File: config.mk
export PLATFORM = sky130hd
export DESIGN_NAME = alu_cmd_sequencer
export DESIGN_NICKNAME = d
export VERILOG_FILES = /design/src/rtl/alu_cmd_sequencer.sv
export SDC_FILE = /design/constraint.sdc
export NUM_CORES = 1
export LEC_CHECK = 0
export ABC_CLOCK_PERIOD_IN_PS = 5500
export CORE_MARGIN = 3
export CORE_UTILIZATION = 60
export CTS_BUF_LIST = sky130_fd_sc_hd__clkbuf_4
export DETAILED_ROUTE_END_ITERATION = 8
export PLACE_DENSITY = 0.84
export SLEW_MARGIN = 20
export SYNTH_ARGS = -nofsm -noshare
export SYNTH_HDL_FRONTEND = slang
export SYNTH_SLANG_ARGS = --single-unit
File: constraint.sdc
create_clock -name clk -period 5.5 [get_ports clk]
set_input_delay 1.375 -clock clk [delete_from_list [all_inputs] [get_ports clk]]
set_output_delay 1.375 -clock clk [all_outputs]
set_load 0.01 [all_outputs]
File: src/rtl/alu_cmd_sequencer.sv
// ALU command sequencer: buffers commands in a FIFO, issues one at a time to the ALU and returns results in order.
// Optional feature macro: ALU_SEQ_ROT_BLOCK_EN (rejects rotate op 3'b111 with rsp_err instead of issuing it).
module alu_cmd_sequencer #(
  parameter int DATA_WIDTH = 8,
  parameter int DEPTH      = 4
) (
  input  logic                         clk,
  input  logic                         rst,
  input  logic                         cmd_valid,
  output logic                         cmd_ready,
  input  logic [2:0]                   cmd_op,
  input  logic [DATA_WIDTH-1:0]        cmd_a,
  input  logic [DATA_WIDTH-1:0]        cmd_b,
  input  logic                         cmd_dir,
  input  logic                         cmd_bypass_a,
  input  logic                         cmd_bypass_b,
  output logic [2:0]                   alu_op,
  output logic [DATA_WIDTH-1:0]        alu_a,
  output logic [DATA_WIDTH-1:0]        alu_b,
  output logic                         alu_dir,
  output logic                         alu_bypass_a,
  output logic                         alu_bypass_b,
  input  logic [DATA_WIDTH-1:0]        alu_result_reg,
  output logic                         rsp_valid,
  input  logic                         rsp_ready,
  output logic [DATA_WIDTH-1:0]        rsp_data,
  output logic [2:0]                   rsp_op,
  output logic                         rsp_err,
  output logic                         busy,
  output logic [$clog2(DEPTH+1)-1:0]   count
);

  localparam int PW = $clog2(DEPTH);
  localparam int CW = $clog2(DEPTH+1);
  localparam logic [CW-1:0] FULL_CNT = CW'(DEPTH);

  typedef enum logic [1:0] {IDLE, ISSUE, CAPTURE, RESP} state_t;

  state_t state_q, state_d;

  logic [2:0]            q_op [DEPTH];
  logic [DATA_WIDTH-1:0] q_a  [DEPTH];
  logic [DATA_WIDTH-1:0] q_b  [DEPTH];
  logic                  q_dir[DEPTH];
  logic                  q_ba [DEPTH];
  logic                  q_bb [DEPTH];

  logic [PW-1:0] wr_ptr, rd_ptr;
  logic          push, pop;
  logic          load_alu, capture, rot_rsp, rsp_done;
  logic          blk_rot;
  logic [2:0]    head_op;

  // cmd_ready depends only on registered occupancy, so a full FIFO refuses even on a pop cycle
  assign cmd_ready = (count != FULL_CNT);
  assign push      = cmd_valid && cmd_ready;
  assign head_op   = q_op[rd_ptr];
  assign busy      = (state_q != IDLE);

`ifdef ALU_SEQ_ROT_BLOCK_EN
  assign blk_rot = (head_op == 3'b111);
`else
  assign blk_rot = 1'b0;
`endif

  always_ff @(posedge clk) begin
    if (push) begin
      q_op[wr_ptr]  <= cmd_op;
      q_a[wr_ptr]   <= cmd_a;
      q_b[wr_ptr]   <= cmd_b;
      q_dir[wr_ptr] <= cmd_dir;
      q_ba[wr_ptr]  <= cmd_bypass_a;
      q_bb[wr_ptr]  <= cmd_bypass_b;
    end
  end

  always_ff @(posedge clk or posedge rst) begin
    if (rst) begin
      wr_ptr <= '0;
      rd_ptr <= '0;
      count  <= '0;
    end else begin
      if (push) wr_ptr <= wr_ptr + 1'b1;
      if (pop)  rd_ptr <= rd_ptr + 1'b1;
      case ({push, pop})
        2'b10:   count <= count + 1'b1;
        2'b01:   count <= count - 1'b1;
        default: count <= count;
      endcase
    end
  end

  always_ff @(posedge clk or posedge rst) begin
    if (rst) state_q <= IDLE;
    else     state_q <= state_d;
  end

  always_comb begin
    state_d  = state_q;
    pop      = 1'b0;
    load_alu = 1'b0;
    capture  = 1'b0;
    rot_rsp  = 1'b0;
    rsp_done = 1'b0;
    case (state_q)
      IDLE: begin
        if (count != '0) begin
          pop = 1'b1;
          if (blk_rot) begin
            rot_rsp = 1'b1;
            state_d = RESP;
          end else begin
            load_alu = 1'b1;
            state_d  = ISSUE;
          end
        end
      end
      ISSUE:   state_d = CAPTURE;
      CAPTURE: begin
        capture = 1'b1;
        state_d = RESP;
      end
      RESP: begin
        if (rsp_ready) begin
          rsp_done = 1'b1;
          state_d  = IDLE;
        end
      end
      default: state_d = IDLE;
    endcase
  end

  // ALU drive: loaded on pop, held through ISSUE, cleared once the result is captured
  always_ff @(posedge clk or posedge rst) begin
    if (rst) begin
      alu_op       <= '0;
      alu_a        <= '0;
      alu_b        <= '0;
      alu_dir      <= 1'b0;
      alu_bypass_a <= 1'b0;
      alu_bypass_b <= 1'b0;
    end else if (load_alu) begin
      alu_op       <= head_op;
      alu_a        <= q_a[rd_ptr];
      alu_b        <= q_b[rd_ptr];
      alu_dir      <= q_dir[rd_ptr];
      alu_bypass_a <= q_ba[rd_ptr];
      alu_bypass_b <= q_bb[rd_ptr];
    end else if (capture) begin
      alu_op       <= '0;
      alu_a        <= '0;
      alu_b        <= '0;
      alu_dir      <= 1'b0;
      alu_bypass_a <= 1'b0;
      alu_bypass_b <= 1'b0;
    end
  end

  always_ff @(posedge clk or posedge rst) begin
    if (rst) begin
      rsp_valid <= 1'b0;
      rsp_data  <= '0;
      rsp_op    <= '0;
    end else if (capture) begin
      rsp_valid <= 1'b1;
      rsp_data  <= alu_result_reg;
      rsp_op    <= alu_op;
    end else if (rot_rsp) begin
      rsp_valid <= 1'b1;
      rsp_data  <= '0;
      rsp_op    <= 3'b111;
    end else if (rsp_done) begin
      rsp_valid <= 1'b0;
    end
  end

`ifdef ALU_SEQ_ROT_BLOCK_EN
  always_ff @(posedge clk or posedge rst) begin
    if (rst)          rsp_err <= 1'b0;
    else if (capture) rsp_err <= 1'b0;
    else if (rot_rsp) rsp_err <= 1'b1;
  end
`else
  assign rsp_err = 1'b0;
`endif

endmodule
==> summary.txt, run 1 <==
Worst setup path
  – CP Class: flop to output port
  – Setup crit end kind: output port
  – Startpoint Class: flop
  – Max incr delay on CP: 500 ps
  – Crit path DAT: 1910 ps
  – CP required: 4120 ps
  – Worst-path maximum fanout: 6
  – Slowest stage cell, crit path: clkdlybuf4s50_1
  – Crit path cell chain: or3b_4, clkdlybuf4s50_1

Logic synthesis
  – Distinct cell type count after synthesis: 30
  – Flops & latches, synth: 131
  – Prevailing post-synth register cell: edfxtp_1
  – Async SR Flop Fraction: 32.8%
  – Mapped cell area: 5150 sq um
  – Mapped Nets: 335
  – Number of synthesis warnings: 0
  – Synth Instances: 291
  – Sequential area share after synthesis: 72.3%
  – Mean area per synthesized cell: 17.7 sq um
  – Number of synthesized flops with an enable pin: 88

Drt
  – DRC viols: 0
  – DR pass1 iterations: 4
  – Via/cell ratio: 5.57
  – WL final: 9230 microns
  – WL/cell: 19.0 microns
  – Antenna violation net count after detailed routing: 0
  – Via count: 2714
  – Initial DRC count: 129

Global routing
  – Congestion Overflow GR: 0
  – Initial antenna violation count: 0
  – First-pass GRT wire length: 14900 microns
  – Largest net degree at the start of global routing: 48
  – Number of global-route vias before repair: 2924
  – All-Layer GR Usage: 20.6%

Floorplanning
  – Row cnt: 33
  – Die area: 9720 sq um
  – Io pins: 74
  – Core Box Area: 8260 sq um
  – Initial Utilization: 62.3%
  – Die height: 98.6 microns
  – Die W: 98.6 microns

Clock network
  – Skew-Pair Late Insertion Delay: 500 ps
  – Cts bufs inserted: 17
  – CTS resizes: 0
  – Maximum root-to-sink buffer count: 2
  – Hold Buf Count CTS: 0
  – TritonCTS clock tree: done
  – Setup bufs post-CTS: 0
  – Clock transition at path regs: 110 ps
  – Clock root buffer: clkbuf_4
  – H-Tree Level Count: 4
  – Sink Count: 131

Place
  – Place WS: 2330 ps
  – Hpwl dp: 5630 microns
  – Gpl congestion: 0.685
  – Placed insts: 455
  – Dpl cell area: 5920 sq um
  – PortBufs: 72

STA
  – RSZ-0062 raised after global routing: no
  – Final Cycle Share: 59.7%
  – Max transition margin: 31.5%
  – # setup viols final: 0
  – Worst Setup Slack, final: 2210 ps
  – Min cycle time layout: 3290 ps
  – Final Skew: 19.5 ps
  – Hold Fails Final Rpt: 0
  – Slew @ Worst Pin: 1030 ps
  – Max Clk Rate: 0.304 GHz
  – Fin Setup TNS: 0 ps
  – Final max-slew violation count: 0

Final layout
  – Commonest non-fill, non-tap cells in the layout: edfxtp_1, clkdlybuf4s50_1, dfrtp_1
  – Commonest non-fill, non-tap cell in the layout: edfxtp_1
  – Layout area overhead: 20.6%
  – N_diodes: 0
  – Final Non-Filler Cells: 487
  – Fill count: 506
  – Layout cells sized above 1: 18.1%
  – Final net count: 413
  – Design area: 6210 sq um

Power
  – Power Density: 531 nW/um^2
  – VDD IR max: 277 uV
  – Leak: 2.30 nW

Min path
  – Hold Crit Class: flop to flop

Outcome
  – Status: completed

Run
  – Max-cap violations: 0
## cells in the mapped netlist (all sizes together) (4+ instances only)
master | n | share of area (%)
clkbuf | 4 | 0.29
mux4 | 22 | 9.9
nand2 | 24 | 1.8
and3 | 4 | 0.58
inv | 10 | 0.73
o21ai | 22 | 2.1
dfrtp | 43 | 21
mux2 | 13 | 2.9
buf | 11 | 1.5
nand2b | 22 | 2.7
edfxtp | 88 | 51
ha | 9 | 2.2
## state kept, by name, summed over array words and instances, names as in the netlist
register      flops
alu_bypass_b      1
q_b              32
alu_bypass_a      1
q_a              32
state_q           2
q_op             12
alu_dir           1
q_ba              4
count             3
rsp_op            3
q_dir             4
rsp_data          8
wr_ptr            2
alu_b             8
rsp_valid         1
alu_op            3
rd_ptr            2
alu_a             8
q_bb              4
## cell type report
| cell class | count | area (sq um) | share of cell area, % |
|---|---|---|---|
| Clock buffer | 19 | 143 | 2.30 |
| Clock inverter | 13 | 141 | 2.28 |
| Inverter | 10 | 37.5 | 0.605 |
| Multi-Input combinational cell | 135 | 1300 | 20.9 |
| Sequential cell | 131 | 3720 | 59.9 |
| Tap cell | 105 | 131 | 2.12 |
| Timing Repair Buffer | 74 | 736 | 11.9 |
## worst paths after layout
check / from / endpoint / slack (ps) / depth (start not counted)
max: count[0]$_DFFE_PP0P_ / cmd_ready / 2210 / 2
min: rsp_valid$_DFFE_PP0P_ / rsp_valid$_DFFE_PP0P_ / 490 / 1
max reg2reg: state_q[0]$_DFFE_PP0P_ / count[2]$_DFFE_PP0P_ / 2770 / 9
min reg2reg: rsp_valid$_DFFE_PP0P_ / rsp_valid$_DFFE_PP0P_ / 490 / 1
max in group asynchronous: rst / rsp_op[1]$_DFFE_PP0P_ / 3500 / 2
min in group asynchronous: rst / rsp_data[0]$_DFFE_PP0P_ / 1400 / 2
## where the power goes
part	internal (mW)	switching (mW)
combinational	0.616	0.529
clock	0.317	0.328
sequential	1.34	0.164
total	2.28	1.02
## critical path, delay by kind of cell, from the launching register on
family | cells | cell delay, ps
buffers and inverters | 1 | 500
DFF | 1 | 460
and+or+nand+nor | 1 | 450
## stage by stage
step,total power [mW],utilization [%],hold slack (ps)
floorplan,2.25,-,518
global placement,2.63,71.7,463
detailed placement,2.69,71.7,473
CTS,3.34,75.2,500
global route,3.50,75.2,529
finish,3.30,75.2,490
## metal layers
layer	global-route usage [%]	part of all wire [%]	vias to the layer above	wire length, microns
met5	0	0	-	0
met3	4.67	5.6	11	515
met4	8.30	1.1	0	102
met2	35.9	54	83	4960
met1	25.1	40	1384	3650
li1	-	-	1236	-
## kinds of logic after synthesis
group,after synthesis,synth area share [%]
flip-flops,131,72.3
AND/OR/NAND/NOR,56,5.76
multiplexers,37,13.2
AO/OA/AOI/OAI,25,2.58
buffers and inverters,25,2.50
adder cells (fa/ha/maj),10,2.58
XOR/XNOR,6,1.02
other,1,0.0729
Note: power is estimated with default switching activity, not from simulation.
==> inputs of run 2 (changes only) <==
ABC_CLOCK_PERIOD_IN_PS = 2950   (was 5500)
CORE_UTILIZATION = 51   (was 60)
PLACE_DENSITY = 0.75   (was 0.84)
clock period = 2.95 ns   (was 5.5 ns; I/O delays follow)
==> summary.txt, run 2 (synthesis results as in run 1) <==
Final layout
  – Layout cells sized above 1: 19.4%
  – Commonest non-fill, non-tap cell in the layout: edfxtp_1
  – Core Util, Final: 64.6%
  – Final net count: 418
  – N_diodes: 0
  – Top flop regs: q_a: 32 flops, q_b: 32 flops, q_op: 12 flops
  – Design area: 6310 sq um
  – Final Non-Filler Cells: 520
  – Commonest non-fill, non-tap cells in the layout: edfxtp_1, clkdlybuf4s50_1, dfrtp_1
  – Layout area overhead: 22.6%

Run
  – Max-cap violations: 0

STA
  – Slew @ Worst Pin: 619 ps
  – Max transition margin: 58.8%
  – Final max-slew violation count: 0
  – Max Clk Rate: 0.377 GHz
  – # setup viols final: 0
  – Min cycle time layout: 2650 ps
  – Hold Fails Final Rpt: 0
  – Final Cycle Share: 89.9%
  – Final hold slack: 498 ps
  – Final Skew: 17.5 ps
  – RSZ-0062 raised after global routing: no
  – Worst Setup Slack, final: 298 ps
  – Fin Setup TNS: 0 ps

Drt
  – Initial DRC count: 152
  – Via/cell ratio: 5.21
  – Via count: 2709
  – DR pass1 iterations: 5
  – DRC viols: 0
  – Antenna violation net count after detailed routing: 0
  – WL/cell: 17.6 microns
  – WL final: 9140 microns

Clock network
  – Cts bufs inserted: 17
  – TritonCTS clock tree: done
  – Maximum root-to-sink buffer count: 2
  – Skew-Pair Late Insertion Delay: 500 ps
  – Setup bufs post-CTS: 0
  – Hold Buf Count CTS: 0
  – Clock transition at path regs: 120 ps
  – CTS resizes: 0
  – Clock root buffer: clkbuf_4
  – H-Tree Level Count: 4
  – Sink Count: 131

Floorplanning
  – Io pins: 74
  – Die W: 106 microns
  – Die area: 11300 sq um
  – Core Box Area: 9770 sq um
  – Row cnt: 36
  – Initial Utilization: 52.6%
  – Die height: 106 microns

Power
  – Leak: 2.33 nW
  – Power Density: 993 nW/um^2
  – VDD IR max: 395 uV
  – Total power: 6.27 mW

Place
  – Dpl cell area: 5990 sq um
  – Placed insts: 488
  – PortBufs: 72
  – Gpl congestion: 0.670
  – Hpwl dp: 5580 microns
  – Place WS: 446 ps

Global routing
  – First-pass GRT wire length: 14800 microns
  – All-Layer GR Usage: 17.5%
  – Initial antenna violation count: 0
  – Largest net degree at the start of global routing: 47
  – Number of global-route vias before repair: 2848
  – Congestion Overflow GR: 0

Min path
  – Hold Crit Class: flop to flop

Worst setup path
  – CP Class: flop to output port
  – Startpoint Class: flop
  – Setup crit end kind: output port
  – Crit path DAT: 1910 ps
  – CP required: 2210 ps
  – Worst-path maximum fanout: 6

Outcome
  – Status: completed
[run 2: changes by cell type in the layout (fill, tap and decap cells not counted), sizes merged]
cell	change
clkinv	-1
clkinvlp	+2
bufinv	+1
buf	+5
clkbuf	-2
[run 2: power by group]
part / total, mW / switching [mW] / internal (mW)
clock network: 1.31 / 0.646 / 0.664
logic: 2.21 / 1.04 / 1.17
registers: 2.75 / 0.244 / 2.50
[run 2: routing by layer]
layer	GRT usage, %	routed length (microns)
met1	22.7	3800
met3	4.61	467
met4	6.58	86
met5	0	0
met2	28.8	4790
[run 2: critical path: stages, from the launching register on]
cell	delay [ps]
dfrtp_1	460
or3b_4	450
clkdlybuf4s50_1	500
[run 2: final cells by class]
cell class / count / area [sq um]
inverter: 10 / 37.5
timing repair buffer: 79 / 773
multi-input combinational: 135 / 1300
clock inverter: 15 / 189
clock buffer: 17 / 128
sequential: 131 / 3720
fill: 728 / 3460
tap: 133 / 166
[run 2: path summary, 6_finish.rpt]
kind / startpoint / end / slack [ps] / depth (start not counted)
setup / recovery: count[0]$_DFFE_PP0P_ / cmd_ready / 300 / 2
hold / removal: rsp_valid$_DFFE_PP0P_ / rsp_valid$_DFFE_PP0P_ / 500 / 1
setup reg to reg: count[0]$_DFFE_PP0P_ / count[2]$_DFFE_PP0P_ / 740 / 9
hold reg to reg: rsp_valid$_DFFE_PP0P_ / rsp_valid$_DFFE_PP0P_ / 500 / 1
max in group asynchronous: rst / alu_a[5]$_DFFE_PP0P_ / 1760 / 3
min in group asynchronous: rst / alu_dir$_DFFE_PP0P_ / 600 / 2
==> inputs of run 3 (changes only) <==
PLACE_DENSITY = 0.78   (was 0.75)
TNS_END_PERCENT = 5   (was default)
==> summary.txt, run 3 (synthesis results as in run 1) <==
Clock network
  – Hold Buf Count CTS: 0
  – TritonCTS clock tree: done
  – Cts bufs inserted: 17
  – Sink Count: 131
  – Maximum root-to-sink buffer count: 2
  – Clock transition at path regs: 110 ps
  – CTS resizes: 0
  – Setup bufs post-CTS: 0
  – Skew-Pair Late Insertion Delay: 510 ps
  – H-Tree Level Count: 4
  – Clock root buffer: clkbuf_4

Drt
  – Via/cell ratio: 5.27
  – DR pass1 iterations: 4
  – Initial DRC count: 134
  – Via count: 2732
  – Met2 wire length: 4870 microns
  – Highest layer used for signal routing: met4
  – DRC viols: 0
  – Met3 WL: 541 microns
  – M1 wire length: 3610 microns
  – Antenna violation net count after detailed routing: 0
  – WL final: 9190 microns
  – WL/cell: 17.7 microns

Run
  – Max-cap violations: 0

Final layout
  – Sequential Area: 3720 sq um
  – Layout cells sized above 1: 19.2%
  – Commonest non-fill, non-tap cells in the layout: edfxtp_1, clkdlybuf4s50_1, dfrtp_1
  – Final net count: 416
  – Top flop regs: q_a: 32 flops, q_b: 32 flops, q_op: 12 flops
  – Layout area overhead: 23.5%
  – Fill count: 693
  – Multi-input gate area: 1300 sq um
  – Design area: 6350 sq um
  – Commonest non-fill, non-tap cell in the layout: edfxtp_1
  – N_diodes: 0

Global routing
  – Initial antenna violation count: 0
  – Congestion Overflow GR: 0
  – Number of global-route vias before repair: 2900
  – Largest net degree at the start of global routing: 47
  – All-Layer GR Usage: 17.8%
  – First-pass GRT wire length: 15000 microns

Power
  – Sw power: 1.89 mW
  – Reg power frac: 44.1%
  – Power Density: 1010 nW/um^2
  – Gate power share: 32.9%
  – Net Sw Frac: 29.5%
  – Leak: 2.36 nW
  – VDD IR max: 459 uV
  – Clock share of power: 22.9%
  – Power Internal: 4.53 mW

Worst setup path
  – Setup crit end kind: output port
  – Crit path DAT: 1900 ps
  – CP Class: flop to output port
  – Startpoint Class: flop
  – Worst-path maximum fanout: 6
  – CP required: 2210 ps

STA
  – Min cycle time layout: 2640 ps
  – Final Skew: 16.4 ps
  – Fin Setup TNS: 0 ps
  – Hold Fails Final Rpt: 0
  – Final Cycle Share: 89.4%
  – Final max-slew violation count: 0
  – Max Clk Rate: 0.379 GHz
  – RSZ-0062 raised after global routing: no
  – Max transition margin: 49.1%
  – Slew @ Worst Pin: 764 ps
  – # setup viols final: 0

Floorplanning
  – Die area: 11300 sq um
  – Io pins: 74
  – Die height: 106 microns
  – Row cnt: 36
  – Initial Utilization: 52.6%
  – Core Box Area: 9770 sq um
  – Die W: 106 microns

Place
  – Dpl cell area: 5990 sq um
  – PortBufs: 72
  – Hpwl dp: 5560 microns
  – Gpl congestion: 0.701

Outcome
  – Status: completed

Min path
  – Hold Crit Class: flop to flop
run 3: cell types whose count changed in the layout (fill, tap and decap cells not counted), moves of 2 or more:
cell,previous run,this run
bufinv_16,4,6
clkinvlp_4,4,1
clkbuf_4,17,20
buf_4,7,4
run 3: final cells by class:
class	instances	share of cell area, %
sequential	131	58.5
multi-input combinational	135	20.4
timing repair buffer	77	12.1
clock inverter	12	3.31
tap	133	2.62
clock buffer	20	2.36
inverter	10	0.591
run 3: stage by stage:
step / worst slack [ps] / hold slack, ps / total power, mW / utilization [%] / instances
3_3_place_gp: 479 / 458 / 4.92 / 61.3 / 486
2_1_floorplan: 754 / 518 / 4.19 / - / 291
3_5_place_dp: 424 / 469 / 5.01 / 61.3 / 486
6_report: 313 / 488 / 6.42 / 65.0 / 518
5_1_grt: 214 / 510 / 6.82 / 65.0 / 518
4_1_cts: 267 / 496 / 6.50 / 65.0 / 518
run 3: worst paths after layout:
kind                                             from                        to  cells after the start  slack [ps]
worst max-delay path             count[0]$_DFFE_PP0P_                 cmd_ready                      2         310
worst min-delay path            rsp_valid$_DFFE_PP0P_     rsp_valid$_DFFE_PP0P_                      1         490
worst max register to register   count[0]$_DFFE_PP0P_      count[2]$_DFFE_PP0P_                      9         700
worst min register to register  rsp_valid$_DFFE_PP0P_     rsp_valid$_DFFE_PP0P_                      1         490
max in group asynchronous                         rst   rsp_data[7]$_DFFE_PP0P_                      3        1840
min in group asynchronous                         rst  alu_bypass_a$_DFFE_PP0P_                      2         600
run 3: critical path: stages, from the launching register on:
cell	delay, ps
dfrtp_1	450
or3b_4	450
clkdlybuf4s50_1	490
run 3: power groups by stage:
stage	logic, mW	registers (mW)	clock network (mW)
2_1_floorplan	1.37	2.82	0
3_3_place_gp	2.08	2.84	0
3_5_place_dp	2.14	2.87	0
4_1_cts	2.16	2.85	1.50
5_1_grt	2.32	2.91	1.59
6_report	2.12	2.83	1.47
run 3: routing by layer:
layer	vias to the layer above	global-route usage [%]
met4	0	8.95
met3	15	5.16
met2	90	29.4
li1	1247	-
met5	-	0
met1	1380	21.4
